<file path="src/rtl/ctrl_seq_if.sv">
// ctrl_seq datapath-control bundle.
// master drives fetch-side inputs; slave is the control unit.
interface ctrl_seq_if #(
  parameter int IW = 9,
  parameter int CW = 16
);
  logic [IW-1:0] Instruction;
  logic          InstrValid;
  logic          BranchCond;
  logic          BranchEn;
  logic          RegWriteEn;
  logic          MemWriteEn;
  logic          MemReadEn;
  logic          PcStall;
  logic          Flush;
  logic          Done;
  logic [CW-1:0] RetireCount;

  modport master (
    output Instruction, InstrValid, BranchCond,
    input  BranchEn, RegWriteEn, MemWriteEn,
    input  MemReadEn, PcStall, Flush,
    input  Done, RetireCount
  );

  modport slave (
    input  Instruction, InstrValid, BranchCond,
    output BranchEn, RegWriteEn, MemWriteEn,
    output MemReadEn, PcStall, Flush,
    output Done, RetireCount
  );
endinterface

</file>
<file path="src/rtl/ctrl_seq.sv">
// Sequential control unit for the 9-bit core:
// decode, load wait, branch flush, halt, retire count.
module ctrl_seq #(
  parameter int IW        = 9,
  parameter int LD_LAT    = 1,
  parameter int FLUSH_CYC = 1,
  parameter int CW        = 16
) (
  input  logic Clk,
  input  logic Reset,
  ctrl_seq_if.slave bus
);
  typedef enum logic [1:0] {
    RUN, LOAD_WAIT, FLUSH, HALTED
  } state_t;

  localparam logic [3:0] LD_INIT =
    4'(LD_LAT > 0 ? LD_LAT - 1 : 0);
  localparam logic [3:0] FL_INIT =
    4'(FLUSH_CYC > 0 ? FLUSH_CYC - 1 : 0);
  localparam logic [CW-1:0] ONE =
    {{(CW-1){1'b0}}, 1'b1};

  state_t        r_state;
  state_t        w_nstate;
  logic [3:0]    r_cnt;
  logic [3:0]    w_ncnt;
  logic [IW-1:0] r_instr;
  logic          r_done;
  logic [CW-1:0] r_ret;

  logic [IW-1:0] w_instr;
  logic [1:0]    w_op;
  logic [2:0]    w_fn3;
  logic [1:0]    w_fn2;
  logic          w_beq;
  logic          w_lb;
  logic          w_sb;
  logic          w_halt;
  logic          w_unused;

  logic w_be;
  logic w_rwe;
  logic w_mwe;
  logic w_mre;
  logic w_stall;
  logic w_flush;
  logic w_retire;
  logic w_capture;

  // During a load wait the captured LB drives decode.
  assign w_instr = (r_state == LOAD_WAIT) ?
                   r_instr : bus.Instruction;
  assign w_op    = w_instr[IW-1:IW-2];
  assign w_fn3   = w_instr[IW-3:IW-5];
  assign w_fn2   = w_instr[IW-3:IW-4];
  assign w_unused = ^w_instr[IW-6:0];

  assign w_beq  = (w_op == 2'b00) && (w_fn3 == 3'b000);
  assign w_lb   = (w_op == 2'b01) && (w_fn2 == 2'b00);
  assign w_sb   = (w_op == 2'b01) && (w_fn2 == 2'b01);
  assign w_halt = (w_op == 2'b11) && (w_fn3 == 3'b111);

  always_comb begin
    w_nstate  = r_state;
    w_ncnt    = r_cnt;
    w_be      = 1'b0;
    w_rwe     = 1'b0;
    w_mwe     = 1'b0;
    w_mre     = 1'b0;
    w_stall   = 1'b0;
    w_flush   = 1'b0;
    w_retire  = 1'b0;
    w_capture = 1'b0;
    if (Reset) begin
      w_nstate = RUN;
      w_ncnt   = 4'd0;
    end else begin
      unique case (r_state)
        RUN: begin
          if (bus.InstrValid) begin
            unique case (1'b1)
              w_beq: begin
                w_be     = 1'b1;
                w_retire = 1'b1;
                if (bus.BranchCond && FLUSH_CYC > 0) begin
                  w_nstate = FLUSH;
                  w_ncnt   = FL_INIT;
                end
              end
              w_sb: begin
                w_mwe    = 1'b1;
                w_retire = 1'b1;
              end
              w_lb: begin
                w_mre = 1'b1;
                if (LD_LAT == 0) begin
                  w_rwe    = 1'b1;
                  w_retire = 1'b1;
                end else begin
                  w_stall   = 1'b1;
                  w_capture = 1'b1;
                  w_nstate  = LOAD_WAIT;
                  w_ncnt    = LD_INIT;
                end
              end
              w_halt: begin
                w_retire = 1'b1;
                w_nstate = HALTED;
              end
              default: begin
                w_rwe    = 1'b1;
                w_retire = 1'b1;
              end
            endcase
          end
        end
        LOAD_WAIT: begin
          w_mre = 1'b1;
          if (r_cnt != 4'd0) begin
            w_stall = 1'b1;
            w_ncnt  = r_cnt - 4'd1;
          end else begin
            w_rwe    = 1'b1;
            w_retire = 1'b1;
            w_nstate = RUN;
          end
        end
        FLUSH: begin
          w_flush = 1'b1;
          if (r_cnt == 4'd0) w_nstate = RUN;
          else               w_ncnt   = r_cnt - 4'd1;
        end
        HALTED: begin
          w_stall = 1'b1;
        end
        default: begin
          w_nstate = RUN;
          w_ncnt   = 4'd0;
        end
      endcase
    end
  end

  always_ff @(posedge Clk) begin
    if (Reset) begin
      r_state <= RUN;
      r_cnt   <= 4'd0;
      r_instr <= '0;
      r_done  <= 1'b0;
      r_ret   <= '0;
    end else begin
      r_state <= w_nstate;
      r_cnt   <= w_ncnt;
      r_done  <= (w_nstate == HALTED);
      if (w_capture) r_instr <= bus.Instruction;
      if (w_retire)  r_ret   <= r_ret + ONE;
    end
  end

  assign bus.BranchEn    = w_be;
  assign bus.RegWriteEn  = w_rwe;
  assign bus.MemWriteEn  = w_mwe;
  assign bus.MemReadEn   = w_mre;
  assign bus.PcStall     = w_stall;
  assign bus.Flush       = w_flush;
  assign bus.Done        = r_done;
  assign bus.RetireCount = r_ret;
endmodule
</file>
<file path="src/flat_wrapper.sv">
// flat-port wrapper written by rule: the top's interface ports become plain ports
module ctrl_seq_flat 
#(
  parameter int IW        = 9,
  parameter int LD_LAT    = 1,
  parameter int FLUSH_CYC = 1,
  parameter int CW        = 16
)
  (Clk, Reset, bus_Instruction, bus_InstrValid, bus_BranchCond, bus_BranchEn, bus_RegWriteEn, bus_MemWriteEn, bus_MemReadEn, bus_PcStall, bus_Flush, bus_Done, bus_RetireCount);
  ctrl_seq_if #(.IW(IW), .CW(CW)) bus_i ();
  input  logic Clk;
  input  logic Reset;
  input wire logic [$bits(bus_i.Instruction)-1:0] bus_Instruction;
  input wire logic [$bits(bus_i.InstrValid)-1:0] bus_InstrValid;
  input wire logic [$bits(bus_i.BranchCond)-1:0] bus_BranchCond;
  output wire logic [$bits(bus_i.BranchEn)-1:0] bus_BranchEn;
  output wire logic [$bits(bus_i.RegWriteEn)-1:0] bus_RegWriteEn;
  output wire logic [$bits(bus_i.MemWriteEn)-1:0] bus_MemWriteEn;
  output wire logic [$bits(bus_i.MemReadEn)-1:0] bus_MemReadEn;
  output wire logic [$bits(bus_i.PcStall)-1:0] bus_PcStall;
  output wire logic [$bits(bus_i.Flush)-1:0] bus_Flush;
  output wire logic [$bits(bus_i.Done)-1:0] bus_Done;
  output wire logic [$bits(bus_i.RetireCount)-1:0] bus_RetireCount;
  assign bus_i.Instruction = bus_Instruction;
  assign bus_i.InstrValid = bus_InstrValid;
  assign bus_i.BranchCond = bus_BranchCond;
  assign bus_BranchEn = bus_i.BranchEn;
  assign bus_RegWriteEn = bus_i.RegWriteEn;
  assign bus_MemWriteEn = bus_i.MemWriteEn;
  assign bus_MemReadEn = bus_i.MemReadEn;
  assign bus_PcStall = bus_i.PcStall;
  assign bus_Flush = bus_i.Flush;
  assign bus_Done = bus_i.Done;
  assign bus_RetireCount = bus_i.RetireCount;
  ctrl_seq #(.IW(IW), .LD_LAT(LD_LAT), .FLUSH_CYC(FLUSH_CYC), .CW(CW)) u_core (.Clk(Clk), .Reset(Reset), .bus(bus_i));
endmodule
</file>
<file path="config.mk">
export PLATFORM = sky130hd
export DESIGN_NAME = ctrl_seq_flat
export DESIGN_NICKNAME = d
export VERILOG_FILES = /design/src/rtl/ctrl_seq_if.sv /design/src/rtl/ctrl_seq.sv /design/src/flat_wrapper.sv
export SDC_FILE = /design/constraint.sdc
export NUM_CORES = 1
export LEC_CHECK = 0
export ABC_AREA = 1
export BUFFER_PORTS_ARGS = -buffer_cell sky130_fd_sc_hd__buf_4
export CORE_MARGIN = 1.5
export CORE_UTILIZATION = 50
export DETAILED_ROUTE_END_ITERATION = 12
export GPL_TIMING_DRIVEN = 1
export PLACE_DENSITY = 0.86
export SLEW_MARGIN = 20
export SYNTH_ARGS = -nofsm -noshare
export SYNTH_HDL_FRONTEND = slang
export SYNTH_SLANG_ARGS = --single-unit
export TNS_END_PERCENT = 30
</file>
<file path="constraint.sdc">
create_clock -name Clk -period 1.8 [get_ports Clk]
set_input_delay 0.09 -clock Clk [delete_from_list [all_inputs] [get_ports Clk]]
set_output_delay 0.09 -clock Clk [all_outputs]
set_load 0.02 [all_outputs]
</file>
==> results.cfg <==
[run_status]
status = finished with violations
violations = negative setup slack

[clocking]
cts_hold_buf = 0
clock_path_buffers = 2
cts_tree = built
clk-insertion-delay-late_ns = 0.27
clock-root-buffer = clkbuf_8
clk_pin_slew_ns = 0.09
htreeDepth = 1
cts_buffers = 3
clock-sinks = 28

[timing]
maxSlewHeadroom_pct = 73.5
finalCritPeriodShare_pct = 114
grt_setup_unrepaired = yes
tightest_slew_ns = 0.397
finalWorstSetupSlack_ns = -0.246
fmax_mhz = 489
clock_skew_ns = 0.00368
hold_violations = 0
fin_crit_ns = 2.05
tns_ns = -3.35
setup_violations = 26
holdWs_ns = 0.0303
report.final.slew_viol_count = 0

[worst_setup_path]
r2r_end = u_core.bus.RetireCount[3]
crit_buf_inv = 4
cp-end-kind = primary output
timing.rr.start = u_core.r_state[1]
critPathArrivalTime_ns = 1.96
cp_slowest_stage_delay_ns = 0.34
cp_max_fo = 6
ff2ff_setup_slack_ns = -0.15
cp_top_family = simple AND/OR/NAND/NOR gates
critPathSlowestCell = dfxtp_2
r2r_cells = 14
path_cells = inv_2 > ha_4 > buf_6 > nand2_4 > nand2_4 > nor2_4 > buf_6 > nand4_1 > nand3b_1 > a21oi_2 > buf_4
required_ns = 1.71
startpoint_type = register
path_class = reg -> out

[flow_run]
cap_violations = 0

[final_layout]
syn2layout_area_growth_pct = 39.2
drive_gt1_share_pct = 40.6
finalInstanceArea_sq_um = 2630
diodes = 0
stdcell_count = 378
nets = 350

[power]
power_density_nw_per_um2 = 571
leakage_uw = 0.00113
peakVddDrop_uv = 249

[synth]
synth_area_sq_um = 1890
ys_ff_latch = 28
ys_seq_area_share_pct = 29.6
yosysWarnings = 0
yosys.cell_types.count = 35
avgSynthCellArea_sq_um = 6.88
netlist_instances = 275
synthFlopType = dfxtp_1
synth-edff-count = 0
ys_async_sr_fraction_pct = 0
syn-num-nets = 294

[grt]
globalRouteOverflowTotal = 0
grt_max_degree = 29
grt_pass1_wl_um = 8390
grt_pass1_vias = 1927
grt_antenna_before_repair = 0
track_usage_pct = 25.1

[floorplanning]
core_area_sq_um = 3630
die_x_um = 64.5
dieHeight_um = 64.5
start_util_pct = 52.1
dieArea_sq_um = 4160
rows = 22
num_io_pins = 36

[detailed_routing]
ant_nets = 0
vias = 2059
vias_per_cell = 5.45
wl_per_cell_um = 14.3
drc_errors = 0
postRouteWirelength_um = 5390
drt_first_pass_iters = 4
drtIter0Drc = 222

[hold_path]
hp-class = in -> reg
holdPathStages = 3
hold_path_startpoint = bus_Instruction[8]
hold_end = u_core.r_instr[8]

[place]
dpl_worst_slack_ns = -0.144
hpwl_um = 3220
dp.cells = 361
place_area_sq_um = 2250
gp_congestion = 0.878
port_buffers = 31
[layer usage]
metal / up-vias / routed length, um / global-route usage [%]
li1: 987 / - / -
met1: 975 / 2190 / 31.0
met2: 78 / 2780 / 44.8
met3: 19 / 262 / 2.60
met4: 0 / 158 / 9.57
met5: - / 0 / 0
[worst min-delay path, stage by stage]
cell     delay [ns]
buf_4          0.09
nand2_1        0.04
o31ai_1        0.05
[flip-flops by register name, summed over array words and instances, names as in the netlist]
name,cells
u_core.r_state,2
u_core.bus.RetireCount,16
u_core.bus.Done,1
u_core.r_cnt,4
u_core.r_instr,5
[layout make-up]
cell class / instances / area [sq um]
Tap cell: 48 / 60.1
Timing Repair Buffer: 57 / 494
Multi-Input combinational cell: 205 / 1310
Clock buffer: 4 / 55.1
Fill cell: 285 / 1000
Inverter: 36 / 150
Sequential cell: 28 / 563
[stage by stage]
| stage | utilization (%) | total power, uW |
|---|---|---|
| floorplan | - | 892 |
| global placement | 62.0 | 984 |
| detailed placement | 62.0 | 993 |
| CTS | 68.0 | 1430 |
| global route | 72.5 | 1580 |
| finish | 72.5 | 1500 |
[power breakdown]
part | internal [uW] | switching (uW) | leakage, uW
clock network | 196 | 190 | 0.0000288
registers | 635 | 12.1 | 0.000227
logic | 198 | 271 | 0.000877
[cell families (layout without fill, tap and decap cells)]
kind of cell | Yosys count | in the layout | share of synthesized area [%]
buffers and inverters | 42 | 97 | 9.72
AO/OA/AOI/OAI | 44 | 44 | 15.7
flip-flops | 28 | 28 | 29.6
XOR/XNOR | 13 | 13 | 6.02
adder cells (fa/ha/maj) | 6 | 6 | 3.97
AND/OR/NAND/NOR | 142 | 142 | 34.9
[Yosys cell counts (all sizes together) (3+ instances only)]
library cell | number | share of area [%]
inv | 35 | 6.9
nand3 | 23 | 6.3
o31ai | 3 | 1.2
nor3 | 6 | 1.6
xnor2 | 4 | 1.9
nor2 | 22 | 4.9
ha | 6 | 4.0
o21ai | 10 | 3.2
a21oi | 27 | 9.1
xor2 | 9 | 4.2
or2 | 4 | 1.3
buf | 4 | 2.1
nand2 | 84 | 20
dfxtp | 28 | 30
[how the worst max path moves through the flow]
stage | slack, ns | to | cells past startpoint | from
2_1_floorplan | 0.01 | bus_RegWriteEn | 11 | u_core.r_state[1]
3_3_place_gp | -0.06 | u_core.bus.RetireCount[3] | 13 | u_core.r_state[1]
3_5_place_dp | -0.14 | u_core.bus.RetireCount[3] | 13 | u_core.r_state[1]
4_1_cts | -0.16 | bus_PcStall | 10 | u_core.r_state[1]
5_1_grt | -0.31 | bus_RegWriteEn | 11 | u_core.r_state[1]
6_report | -0.25 | bus_RegWriteEn | 11 | u_core.r_state[1]
[cell usage in the layout (no fill, tap or decap), drive strengths merged]
cell / n
dfxtp: 28
clkbuf: 4
or2: 4
clkinv: 1
ha: 6
a21oi: 27
buf: 57
nand2: 84
xnor2: 4
nor2: 22
a31oi: 2
nor3: 6
xor2: 9
a211oi: 1
nand3b: 1
o21ai: 10
o22ai: 1
and2: 1
nand4: 1
nand3: 23
o31ai: 3
inv: 35
[timing repair]
action                     in CTS  in global routing
pin swaps                      10                 16
setup buffers                   8                  6
gates cloned                    1                  0
setup endpoints to repair      31                 33
resized for setup              23                 38
(Power assumes the default switching activity.)
